## src/rtl/switch_alloc_if.sv

```systemverilog
// Request/grant/crossbar-select bundle between the route-computation units,
// the switch allocator and the crossbar of the 5-port router.
interface switch_alloc_if #(
  parameter int NPORT = 5,
  parameter int SELW  = 3
);
  logic [NPORT-1:0]       req_valid;
  logic [NPORT*NPORT-1:0] req_dir;
  logic [NPORT-1:0]       req_tail;
  logic [NPORT-1:0]       out_ready;
  logic [NPORT-1:0]       grant;
  logic [NPORT-1:0]       out_valid;
  logic [NPORT*SELW-1:0]  xbar_sel;

  modport master (
    output req_valid, req_dir, req_tail, out_ready,
    input  grant, out_valid, xbar_sel
  );

  modport slave (
    input  req_valid, req_dir, req_tail, out_ready,
    output grant, out_valid, xbar_sel
  );
endinterface

```

## src/rtl/switch_alloc.sv

```systemverilog
// Per-output wormhole switch allocator: each output locks one input until its tail flit transfers.
// SWITCH_ALLOC_RR_EN selects round-robin arbitration; otherwise fixed priority (lowest index wins).
//
// state  | meaning
// IDLE   | output free; arbitrate among requesting inputs, xbar_sel = none
// LOCKED | output owned by owner_q; flits transfer on valid & ready until the tail
module switch_alloc #(
  parameter int NPORT = 5,
  parameter int SELW  = 3
) (
  input logic           sa_clk,
  input logic           rst,
  switch_alloc_if.slave sa
);
  typedef enum logic {IDLE = 1'b0, LOCKED = 1'b1} state_t;

  state_t          state_q [NPORT];
  state_t          state_d [NPORT];
  logic [SELW-1:0] owner_q [NPORT];
  logic [SELW-1:0] owner_d [NPORT];
`ifdef SWITCH_ALLOC_RR_EN
  logic [SELW-1:0] ptr_q [NPORT];
  logic [SELW-1:0] ptr_d [NPORT];
`endif

  logic [NPORT-1:0] owned;
  logic [NPORT-1:0] cand [NPORT];

  // First set bit of c at or after start, wrapping modulo NPORT.
  function automatic logic [SELW-1:0] pick(input logic [NPORT-1:0] c,
                                            input logic [SELW-1:0]  start);
    logic [SELW-1:0] res;
    logic            hit;
    int              idx;
    res = '0;
    hit = 1'b0;
    for (int off = 0; off < NPORT; off++) begin
      idx = int'(start) + off;
      if (idx >= NPORT) idx = idx - NPORT;
      if (!hit && c[idx]) begin
        hit = 1'b1;
        res = SELW'(idx);
      end
    end
    return res;
  endfunction

  always_ff @(posedge sa_clk) begin
    if (rst) begin
      for (int k = 0; k < NPORT; k++) begin
        state_q[k] <= IDLE;
        owner_q[k] <= '0;
`ifdef SWITCH_ALLOC_RR_EN
        ptr_q[k]   <= '0;
`endif
      end
    end else begin
      for (int k = 0; k < NPORT; k++) begin
        state_q[k] <= state_d[k];
        owner_q[k] <= owner_d[k];
`ifdef SWITCH_ALLOC_RR_EN
        ptr_q[k]   <= ptr_d[k];
`endif
      end
    end
  end

  always_comb begin
    owned        = '0;
    sa.grant     = '0;
    sa.out_valid = '0;
    sa.xbar_sel  = '1;
    for (int k = 0; k < NPORT; k++) begin
      state_d[k] = state_q[k];
      owner_d[k] = owner_q[k];
      cand[k]    = '0;
`ifdef SWITCH_ALLOC_RR_EN
      ptr_d[k]   = ptr_q[k];
`endif
    end

    // An input held by any output may not compete elsewhere.
    for (int k = 0; k < NPORT; k++) begin
      if (state_q[k] == LOCKED) owned[owner_q[k]] = 1'b1;
    end

    for (int k = 0; k < NPORT; k++) begin
      for (int i = 0; i < NPORT; i++) begin
        cand[k][i] = sa.req_valid[i] & sa.req_dir[NPORT*i + k] & ~owned[i];
      end
    end

    for (int k = 0; k < NPORT; k++) begin
      case (state_q[k])
        IDLE: begin
          if (|cand[k]) begin
            state_d[k] = LOCKED;
`ifdef SWITCH_ALLOC_RR_EN
            owner_d[k] = pick(cand[k], ptr_q[k]);
`else
            owner_d[k] = pick(cand[k], '0);
`endif
          end
        end
        LOCKED: begin
          sa.xbar_sel[k*SELW +: SELW] = owner_q[k];
          if (sa.req_valid[owner_q[k]] && sa.out_ready[k]) begin
            sa.grant[owner_q[k]] = 1'b1;
            sa.out_valid[k]      = 1'b1;
            if (sa.req_tail[owner_q[k]]) begin
              state_d[k] = IDLE;
`ifdef SWITCH_ALLOC_RR_EN
              ptr_d[k] = (owner_q[k] == SELW'(NPORT-1)) ? '0 : owner_q[k] + 1'b1;
`endif
            end
          end
        end
        default: state_d[k] = IDLE;
      endcase
    end
  end
endmodule

```

## src/flat_wrapper.sv

```systemverilog
// flat-port wrapper written by rule: the top's interface ports become plain ports
module switch_alloc_flat 
#(
  parameter int NPORT = 5,
  parameter int SELW  = 3
)
  (sa_clk, rst, sa_req_valid, sa_req_dir, sa_req_tail, sa_out_ready, sa_grant, sa_out_valid, sa_xbar_sel);
  switch_alloc_if #(.NPORT(NPORT), .SELW(SELW)) sa_i ();
  input logic sa_clk;
  input logic rst;
  input wire logic [$bits(sa_i.req_valid)-1:0] sa_req_valid;
  input wire logic [$bits(sa_i.req_dir)-1:0] sa_req_dir;
  input wire logic [$bits(sa_i.req_tail)-1:0] sa_req_tail;
  input wire logic [$bits(sa_i.out_ready)-1:0] sa_out_ready;
  output wire logic [$bits(sa_i.grant)-1:0] sa_grant;
  output wire logic [$bits(sa_i.out_valid)-1:0] sa_out_valid;
  output wire logic [$bits(sa_i.xbar_sel)-1:0] sa_xbar_sel;
  assign sa_i.req_valid = sa_req_valid;
  assign sa_i.req_dir = sa_req_dir;
  assign sa_i.req_tail = sa_req_tail;
  assign sa_i.out_ready = sa_out_ready;
  assign sa_grant = sa_i.grant;
  assign sa_out_valid = sa_i.out_valid;
  assign sa_xbar_sel = sa_i.xbar_sel;
  switch_alloc #(.NPORT(NPORT), .SELW(SELW)) u_core (.sa_clk(sa_clk), .rst(rst), .sa(sa_i));
endmodule
```

## config.mk

```make
export PLATFORM = sky130hd
export DESIGN_NAME = switch_alloc_flat
export DESIGN_NICKNAME = d
export VERILOG_FILES = /design/src/rtl/switch_alloc_if.sv /design/src/rtl/switch_alloc.sv /design/src/flat_wrapper.sv
export SDC_FILE = /design/constraint.sdc
export NUM_CORES = 1
export LEC_CHECK = 0
export ABC_AREA = 0
export CAP_MARGIN = 20
export CORE_MARGIN = 2
export CORE_UTILIZATION = 43
export DETAILED_ROUTE_END_ITERATION = 8
export GPL_ROUTABILITY_DRIVEN = 1
export MAX_ROUTING_LAYER = met4
export PLACE_DENSITY = 0.76
export REMOVE_ABC_BUFFERS = 1
export SETUP_SLACK_MARGIN = 0.5
export SLEW_MARGIN = 20
export SYNTH_ARGS = -nofsm -noshare
export SYNTH_HDL_FRONTEND = slang
export SYNTH_SLANG_ARGS = --single-unit
```

## constraint.sdc

```tcl
create_clock -name sa_clk -period 1.88 [get_ports sa_clk]
set_input_delay 0.376 -clock sa_clk [delete_from_list [all_inputs] [get_ports sa_clk]]
set_output_delay 0.376 -clock sa_clk [all_outputs]
set_load 0.02 [all_outputs]
```

==> metrics.md, run 1 <==
| Metric | Value |
|---|---|
| Dominant synthesized flop cell | `sky130_fd_sc_hd__dfxtp_1` |
| Fraction of the mapped netlist area in compound gates | `0.374` |
| Synthesized area divided by synthesized cell count | `7.69 sq um` |
| Number of clock sinks seen by CTS | `20` |
| Post-synthesis instance area | `0.00221 sq mm` |
| Status | `aborted with a tool error` |
| Xor/xnor share of the synthesized area | `0` |
| Last flow stage reached | `global routing` |
| Area fraction in and, or, nand and nor cells after synthesis | `0.289` |
| Number of top-level pins | `67` |
| TritonCTS Buffers | `3` |
| Largest net degree at the start of global routing | `12` |
| End pin of the worst setup path after global-route repair | `sa_grant[0]` |
| Synth warnings | `0` |
| Mux share of post-synthesis cell area | `0.0780` |
| GP Congestion | `1.04` |
| Error message | `[ERROR DPL-0038] Utilization greater than 100%, impossible to legalize` |
| PortBufs | `66` |
| Count of flip-flops with a built-in enable after synthesis | `0` |
| DPL Wire Length | `8090 um` |
| Cells after Synth | `288` |
| Library cell used as clock root buffer | `sky130_fd_sc_hd__clkbuf_8` |
| FFs w/ async S/R, synth | `0` |
| Adder and majority cell fraction of the synthesized area | `0` |
| Vertical die dimension | `75.7 um` |
| Combinational family with the most area after synthesis | `compound AO/OA/AOI/OAI gates` |
| Maximum number of buffers from clock root to sink | `2` |
| Count of distinct cell types in the synthesized netlist | `61` |
| Initial Util | `0.439` |
| Floorplan die width | `75.7 um` |
| CTS H-tree depth | `1` |
| Row cnt | `26` |
| Share of synthesized area occupied by flip-flops and latches | `0.181` |
| Worst endpoint kind after the last repair | `primary output` |
| Synthesis-stage register bit count | `20` |
[cell usage after synthesis, types with 2 or more instances]
library cell / count / area [sq um]
sky130_fd_sc_hd__buf_2: 9 / 45.0
sky130_fd_sc_hd__a222oi_1: 3 / 30.0
sky130_fd_sc_hd__o32ai_1: 8 / 70.1
sky130_fd_sc_hd__nand2b_1: 15 / 93.8
sky130_fd_sc_hd__o211a_1: 2 / 20.0
sky130_fd_sc_hd__nand2_1: 24 / 90.1
sky130_fd_sc_hd__nor2b_1: 4 / 25.0
sky130_fd_sc_hd__a21oi_1: 15 / 75.1
sky130_fd_sc_hd__a21boi_0: 2 / 15.0
sky130_fd_sc_hd__mux2i_1: 15 / 150
sky130_fd_sc_hd__o31a_1: 2 / 17.5
sky130_fd_sc_hd__buf_6: 3 / 33.8
sky130_fd_sc_hd__nor4_1: 3 / 18.8
sky130_fd_sc_hd__nor2_1: 14 / 52.6
sky130_fd_sc_hd__nor4bb_1: 4 / 40.0
sky130_fd_sc_hd__clkbuf_1: 10 / 37.5
sky130_fd_sc_hd__nand4b_1: 4 / 35.0
sky130_fd_sc_hd__a32o_1: 5 / 50.1
sky130_fd_sc_hd__inv_1: 15 / 56.3
sky130_fd_sc_hd__o2bb2ai_1: 2 / 17.5
sky130_fd_sc_hd__dfxtp_1: 20 / 400
sky130_fd_sc_hd__a21boi_2: 3 / 33.8
sky130_fd_sc_hd__nand3_1: 3 / 15.0
sky130_fd_sc_hd__and4b_1: 2 / 20.0
sky130_fd_sc_hd__a31oi_1: 13 / 81.3
sky130_fd_sc_hd__or3b_1: 3 / 26.3
sky130_fd_sc_hd__o311ai_0: 2 / 17.5
sky130_fd_sc_hd__a211oi_1: 6 / 45.0
sky130_fd_sc_hd__a22oi_1: 6 / 45.0
sky130_fd_sc_hd__or2_2: 2 / 12.5
sky130_fd_sc_hd__mux2_2: 2 / 22.5
sky130_fd_sc_hd__and2_1: 2 / 12.5
sky130_fd_sc_hd__nor3_1: 13 / 65.1
sky130_fd_sc_hd__nand4_1: 5 / 31.3
sky130_fd_sc_hd__a21o_1: 2 / 15.0
sky130_fd_sc_hd__a32oi_1: 3 / 26.3
sky130_fd_sc_hd__o221ai_2: 2 / 30.0
sky130_fd_sc_hd__o21ai_0: 9 / 45.0
sky130_fd_sc_hd__o31ai_1: 4 / 30.0
sky130_fd_sc_hd__o22ai_1: 6 / 37.5
[through the flow]
step / std cells / hold WS [ns] / setup WS, ns / cell area, sq um / TNS [ns]
2_1_floorplan: 266 / 0.445 / -0.747 / 2100 / -10.18
3_3_place_gp: 515 / 0.556 / -1.20 / 3720 / -18.91
3_5_place_dp: 515 / 0.555 / -1.25 / 3720 / -19.34
4_1_cts: 560 / 0.542 / -0.366 / 4750 / -4.01
[cells by family after synthesis]
family | Yosys count
simple gates | 108
compound gates | 106
buf+inv | 37
flops | 20
mux | 17
[what timing repair did]
action / CTS
hold endpoints to repair: 0
resized for setup: 333
setup endpoints to repair: 45
hold buffers: 0
gates cloned: 1
pin swaps: 49
setup buffers: 40
==> run 2: changes to the inputs <==
--- a/config.mk
+++ b/config.mk
@@ -8,13 +8,11 @@
 export ABC_AREA = 0
 export CAP_MARGIN = 20
 export CORE_MARGIN = 2
-export CORE_UTILIZATION = 43
+export CORE_UTILIZATION = 40
 export DETAILED_ROUTE_END_ITERATION = 8
 export GPL_ROUTABILITY_DRIVEN = 1
-export MAX_ROUTING_LAYER = met4
-export PLACE_DENSITY = 0.76
+export PLACE_DENSITY_LB_ADDON = 0.15
 export REMOVE_ABC_BUFFERS = 1
-export SETUP_SLACK_MARGIN = 0.5
 export SLEW_MARGIN = 20
 export SYNTH_ARGS = -nofsm -noshare
 export SYNTH_HDL_FRONTEND = slang
==> constraint.sdc (replaced) <==
create_clock -name sa_clk -period 2.4 [get_ports sa_clk]
set_input_delay 0.48 -clock sa_clk [delete_from_list [all_inputs] [get_ports sa_clk]]
set_output_delay 0.48 -clock sa_clk [all_outputs]
set_load 0.02 [all_outputs]
==> run 2 against run 1 <==
Against the previous run:
- the flow now finishes, with violations (negative setup slack)
- area after synthesis did not move
- synthesized cell count did not move
==> metrics.md, run 2 <==
| Metric | Value |
|---|---|
| Status | `complete, but fails checks` |
| PortBufs | `66` |
| Register with the most flip-flops | `u_core.owner_q` |
| Share of the clock period used by the worst path after layout | `1.00` |
| Largest registers | `u_core.owner_q x15, u_core.state_q x5` |
| FFs w/ async S/R, synth | `0` |
| CP startpoint kind | `flop` |
| Number of top-level pins | `67` |
| Synth warnings | `0` |
| Initial Util | `0.407` |
| Via Count | `3025` |
| Data required, critical path | `1.92 ns` |
| Ratio of cells with drive above 1 in the final layout | `0.353` |
| Synthesis-stage register bit count | `20` |
| Sort of element at the end of the critical path | `primary output` |
| TritonCTS Buffers | `3` |
| Fmax | `415 MHz` |
| Maximum net fanout on the critical path | `6` |
| RSZ-0062 raised after global routing | `true` |
| Post-synthesis instance area | `0.00221 sq mm` |
| Library cell used as clock root buffer | `sky130_fd_sc_hd__clkbuf_8` |
| GP Congestion | `0.994` |
| Number of maximum-capacitance violations | `0` |
| Worst Tran Pin Value | `0.540 ns` |
| WL final | `9370 um` |
| Time the worst path needs with I/O delays and setup | `2.41 ns` |
| Commonest cells in the netlist | `24 x sky130_fd_sc_hd__nand2_1, 20 x sky130_fd_sc_hd__dfxtp_1` |
| Flip-flop count of the largest register, all copies and words added | `15` |
| Via count of the first global-routing pass | `2865` |
| Most frequent cell after synthesis | `sky130_fd_sc_hd__nand2_1` |
| Initial DRC Count | `273` |
| Pwr/cell area | `536 mW/mm^2` |
| First-pass GRT wire length | `14200 um` |
| Global router's overall resource usage | `0.292` |
| Number of clock sinks seen by CTS | `20` |
| Antenna violations before repair | `0` |
| Largest net degree at the start of global routing | `12` |
| Vertical die dimension | `78.4 um` |
| Share of the synthesized area in the top cell type | `0.181` |
| Number of slew-limit violations in the final report | `0` |
| Aggregate global routing overflow | `0` |
| Clock tree from TritonCTS | `done` |
| Final net count | `463` |
| Violations in the final reports | `negative setup slack` |
| Data arrival time of the critical path | `1.93 ns` |
| Routed Antenna Nets | `0` |
| Class of the most critical setup path | `reg2out` |
| Cells after Synth | `288` |
| Worst relative slew slack | `0.639` |
| Total power of the final layout | `2000 uW` |
| Final Util | `0.685` |
| WL/cell | `19.1 um` |
| Largest area contributor in the netlist | `sky130_fd_sc_hd__dfxtp_1` |
| Endpoints failing hold | `0` |
| Path type of the worst min-delay path | `reg2reg` |
| Count of distinct cell types in the synthesized netlist | `61` |
| Clock-pin slew on the worst setup and hold paths | `0.08 ns` |
| Die ar. | `0.00614 sq mm` |
| Detailed Routing Iterations Pass 1 | `6` |
| Clock latency at the later pin of the worst-skew pair | `0.27 ns` |
| Count of flip-flops with a built-in enable after synthesis | `0` |
| Most common cell after layout, fill and taps aside | `sky130_fd_sc_hd__buf_4` |
| Largest cells by area after synthesis | `sky130_fd_sc_hd__dfxtp_1 18%, sky130_fd_sc_hd__mux2i_1 6.8%, sky130_fd_sc_hd__nand2b_1 4.2%` |
| Reported leakage power | `0.00147 uW` |
| Final worst-path setup slack | `-0.0117 ns` |
| DRC violations left | `0` |
| Floorplan die width | `78.4 um` |
| Via/cell ratio | `6.16` |
| Total of endpoints with negative setup slack in the final report | `2` |
| Multi-input gate area | `0.00185 sq mm` |
| CTS H-tree depth | `1` |
| DPL Wire Length | `6920 um` |
| Diode count | `0` |
| Fin Clk Skew | `0.00101 ns` |
| Peak VDD IR | `0.000290 V` |
| Storage cell area | `414 sq um` |
| CORE AREA | `0.00544 sq mm` |
| Top library cells by usage in the layout, fill and taps aside | `81 x sky130_fd_sc_hd__buf_4, 49 x sky130_fd_sc_hd__clkdlybuf4s50_1, 24 x sky130_fd_sc_hd__nand2_1` |
| Area Overhead vs Synth | `68.4%` |
| Maximum number of buffers from clock root to sink | `2` |
| Share of synthesized area occupied by flip-flops and latches | `0.181` |
| Fill cell count | `484` |
| Dominant synthesized flop cell | `sky130_fd_sc_hd__dfxtp_1` |
| Worst hold margin | `0.536 ns` |
| Row cnt | `27` |
| Synthesized area divided by synthesized cell count | `7.69 sq um` |
| Post-cts hold buffer count | `0` |
-- run 2: cell counts after synthesis --
No cell type changed its count.
-- run 2: worst max-delay path: stages, from the launching register on --
cell	delay [ns]
sky130_fd_sc_hd__dfxtp_4	0.39
sky130_fd_sc_hd__mux2i_4	0.21
sky130_fd_sc_hd__o32ai_4	0.15
sky130_fd_sc_hd__o21ai_0	0.13
sky130_fd_sc_hd__nor2_1	0.21
sky130_fd_sc_hd__nand2_1	0.12
sky130_fd_sc_hd__o311ai_2	0.25
sky130_fd_sc_hd__buf_4	0.19
-- run 2: through the flow --
step,TNS [ns],setup slack [ns],instances,cell area [sq um]
finish,-0.0141,-0.0117,491,3730
global route,-0.141,-0.0601,491,3730
CTS,-0.0176,-0.0176,487,3550
detailed placement,-7.69,-0.941,484,3450
global placement,-7.24,-0.861,484,3450
floorplan,-0.489,-0.351,266,2100
-- run 2: area by class of cell --
class	count	area share
multi-input cells	231	0.496
repair buffers	150	0.342
flip-flops and latches	20	0.111
well taps	72	0.0242
inverters	15	0.0151
clock buffers	3	0.0111
-- run 2: kinds of logic after synthesis --
kind of cell           after synthesis  share of synthesized area
buffers and inverters               37                     0.0780
multiplexers                        17                     0.0780
flip-flops                          20                      0.181
AND/OR/NAND/NOR                    108                      0.289
AO/OA/AOI/OAI                      106                      0.374
-- run 2: what timing repair did --
action,4_1_cts,5_1_grt
pin swaps,9,9
buffers inserted,1,4
endpoints found under the setup margin,10,15
resized for setup,73,43
-- run 2: final timing paths --
check                                     startpoint               endpoint  slack, ns  cells after the start
worst max-delay path            u_core.owner_q[0][7]            sa_grant[2]      -0.01                      7
worst min-delay path            u_core.owner_q[0][4]   u_core.owner_q[0][4]       0.54                      2
worst max register to register  u_core.owner_q[0][5]  u_core.owner_q[0][10]       0.10                      9
worst min register to register  u_core.owner_q[0][4]   u_core.owner_q[0][4]       0.54                      2
-- run 2: report_power, final --
| part | switching (uW) | internal (uW) | leakage, uW |
|---|---|---|---|
| logic | 673 | 642 | 0.00128 |
| clock network | 123 | 112 | 0.0000216 |
| registers | 63.0 | 383 | 0.000168 |
| total | 859 | 1140 | 0.00147 |
-- run 2: routing by layer --
| layer | vias to the layer above | share of wire | track usage |
|---|---|---|---|
| met1 | 1432 | 0.42 | 0.392 |
| li1 | 1396 | - | - |
| met5 | - | 0 | 0 |
| met4 | 0 | 0.018 | 0.0825 |
| met2 | 177 | 0.48 | 0.491 |
| met3 | 20 | 0.082 | 0.0379 |
No activity file was read; power rests on OpenSTA's default activity.
==> run 3: changes to the inputs <==
--- a/config.mk
+++ b/config.mk
@@ -9,6 +9,7 @@
 export CAP_MARGIN = 20
 export CORE_MARGIN = 2
 export CORE_UTILIZATION = 40
+export CTS_CLUSTER_DIAMETER = 30
 export DETAILED_ROUTE_END_ITERATION = 8
 export GPL_ROUTABILITY_DRIVEN = 1
 export PLACE_DENSITY_LB_ADDON = 0.15
==> results of run 3 <==
Same layout as run 2: the final DEF is identical, and so are final timing and power.
==> run 4: changes to the inputs <==
--- a/config.mk
+++ b/config.mk
@@ -11,6 +11,7 @@
 export CORE_UTILIZATION = 40
 export CTS_CLUSTER_DIAMETER = 30
 export DETAILED_ROUTE_END_ITERATION = 8
+export DONT_BUFFER_PORTS = 1
 export GPL_ROUTABILITY_DRIVEN = 1
 export PLACE_DENSITY_LB_ADDON = 0.15
 export REMOVE_ABC_BUFFERS = 1
==> run 4 against run 3 <==
Against the previous run:
- the run now ends clean
- maximum frequency grew 2.9%
- hold slack lost 0.26 ns
- clock power shrank 3%
- largest cell class unchanged
- first-iteration DRC count shrank 30%
- die area is the same
- clock skew grew 0.0056 ns
- non-clock buffer count shrank 107
- core utilization shrank 20 points
- design area shrank 29%
- combinational power shrank 34%
==> metrics.md, run 4 (synthesis results as in run 2) <==
| Metric | Value |
|---|---|
| Status | `finished clean` |
| DRC violations left | `0` |
| Final worst-path setup slack | `0.0552 ns` |
| GP Congestion | `0.923` |
| Diode count | `0` |
| TritonCTS Buffers | `3` |
| Path type of the worst min-delay path | `in2reg` |
| WL/cell | `20.9 um` |
| Routed Antenna Nets | `0` |
| Critical Path Slowest Stage Cell | `sky130_fd_sc_hd__dfxtp_1` |
| CP startpoint kind | `flop` |
| Ratio of cells with drive above 1 in the final layout | `0.279` |
| Dpl ws | `0.143 ns` |
| Crit-path cells | `nand2b_4 -> o32ai_2 -> o21ai_1 -> nor2_1 -> nand2_1 -> o311ai_2 -> buf_4` |
| Clock-pin slew on the worst setup and hold paths | `0.08 ns` |
| Via/cell ratio | `6.43` |
| WL final | `8010 um` |
| Via Count | `2468` |
| Most common cell after layout, fill and taps aside | `sky130_fd_sc_hd__buf_4` |
| Post-cts hold buffer count | `0` |
| Initial DRC Count | `191` |
| CTS H-tree depth | `1` |
| Clock latency at the later pin of the worst-skew pair | `0.26 ns` |
| Number of top-level pins | `67` |
| Maximum net fanout on the critical path | `4` |
| Top library cells by usage in the layout, fill and taps aside | `43 x sky130_fd_sc_hd__buf_4, 21 x sky130_fd_sc_hd__nand2_1, 15 x sky130_fd_sc_hd__inv_1, 15 x sky130_fd_sc_hd__mux2i_1, 15 x sky130_fd_sc_hd__a21oi_1` |
| Initial Util | `0.407` |
| Clock tree from TritonCTS | `done` |
| PortBufs | `0` |
| Antenna violations before repair | `0` |
| Vertical die dimension | `78.4 um` |
| Number of clock sinks seen by CTS | `20` |
| Largest registers | `u_core.owner_q x15, u_core.state_q x5` |
| Hold path start | `rst` |
| Fill cell count | `551` |
| Fin Clk Skew | `0.00664 ns` |
| Flip-flop count of the largest register, all copies and words added | `15` |
| Largest stage delay on the critical path | `0.34 ns` |
| Endpoints failing hold | `0` |
| Worst reg2reg startpoint | `u_core.owner_q[0][1]` |
| First-pass GRT wire length | `12400 um` |
| Worst relative slew slack | `0.624` |
| CORE AREA | `0.00544 sq mm` |
| Sort of element at the end of the critical path | `primary output` |
| Data required, critical path | `1.92 ns` |
| Row cnt | `27` |
| Total of endpoints with negative setup slack in the final report | `0` |
| Final net count | `356` |
| Share of the clock period used by the worst path after layout | `0.977` |
| Reported leakage power | `0.000936 uW` |
| Global router's overall resource usage | `0.260` |
| Number of maximum-capacitance violations | `0` |
| Via count of the first global-routing pass | `2315` |
| RSZ-0062 raised after global routing | `true` |
| Time the worst path needs with I/O delays and setup | `2.34 ns` |
| Register with the most flip-flops | `u_core.owner_q` |
| Number of slew-limit violations in the final report | `0` |
| Floorplan die width | `78.4 um` |
| Fmax | `426 MHz` |
| Class of the most critical setup path | `reg2out` |
| Peak VDD IR | `0.000264 V` |
| Worst Tran Pin Value | `0.562 ns` |
| Detailed Routing Iterations Pass 1 | `9` |
| Library cell used as clock root buffer | `sky130_fd_sc_hd__clkbuf_8` |
| Largest net degree at the start of global routing | `22` |
| Multi-input gate area | `0.00172 sq mm` |
| Pwr/cell area | `595 mW/mm^2` |
| Final Util | `0.488` |
| Worst setup path startpoint | `u_core.owner_q[0][6]` |
| Die ar. | `0.00614 sq mm` |
| DPL Wire Length | `6150 um` |
| Area Overhead vs Synth | `19.8%` |
| Maximum number of buffers from clock root to sink | `2` |
| Storage cell area | `422 sq um` |
| Aggregate global routing overflow | `0` |
| Data arrival time of the critical path | `1.86 ns` |
==> run 4: critical path: cells and delay by family, from the launching register on <==
family	cells	cell delay (ns)
compound gates	3	0.64
buf+inv	1	0.19
flops	1	0.34
simple gates	3	0.44
==> run 4: layout make-up <==
cell class                 count  share of cell area
clock buffer                   3              0.0156
sequential                    20               0.159
multi-input combinational    231               0.649
timing repair buffer          43               0.122
tap                           72              0.0340
inverter                      15              0.0212
==> run 4: where the power goes <==
| group | switching [uW] | internal (uW) | total (uW) |
|---|---|---|---|
| Sequential | 91.4 | 385 | 477 |
| Combinational | 500 | 374 | 874 |
| Clock | 116 | 112 | 228 |
| Total | 708 | 871 | 1580 |
==> run 4: metal layers <==
layer,up-vias,part of all wire,global-route usage
li1,1180,-,-
met1,1158,0.43,0.357
met2,111,0.45,0.395
met3,19,0.082,0.0494
met4,0,0.038,0.111
met5,-,0,0
==> run 4: per-stage QoR <==
stage                     power, uW  instances  TNS, ns  hold WS [ns]  cell area [sq um]
final                          1580        384        0         0.271               2650
after global routing           1690        384   -0.145         0.263               2650
after CTS                      1550        381        0         0.268               2560
after detailed placement       1310        378        0         0.555               2490
after global placement         1310        378        0         0.555               2490
after floorplan                1020        266   -0.489         0.549               2100
==> run 4: path summary, 6_finish.rpt <==
| check | end | slack (ns) | depth (start not counted) |
|---|---|---|---|
| worst max-delay path | sa_grant[2] | 0.06 | 7 |
| worst max register to register | u_core.owner_q[0][7] | 0.20 | 7 |
| worst min-delay path | u_core.owner_q[0][4] | 0.27 | 1 |
| worst min register to register | u_core.owner_q[0][13] | 0.53 | 2 |
==> run 4: repair_timing <==
| item | in CTS | in global routing |
|---|---|---|
| setup buffers | 0 | 3 |
| setup endpoints to repair | 5 | 9 |
| pin swaps | 0 | 8 |
| gates resized for setup | 10 | 23 |
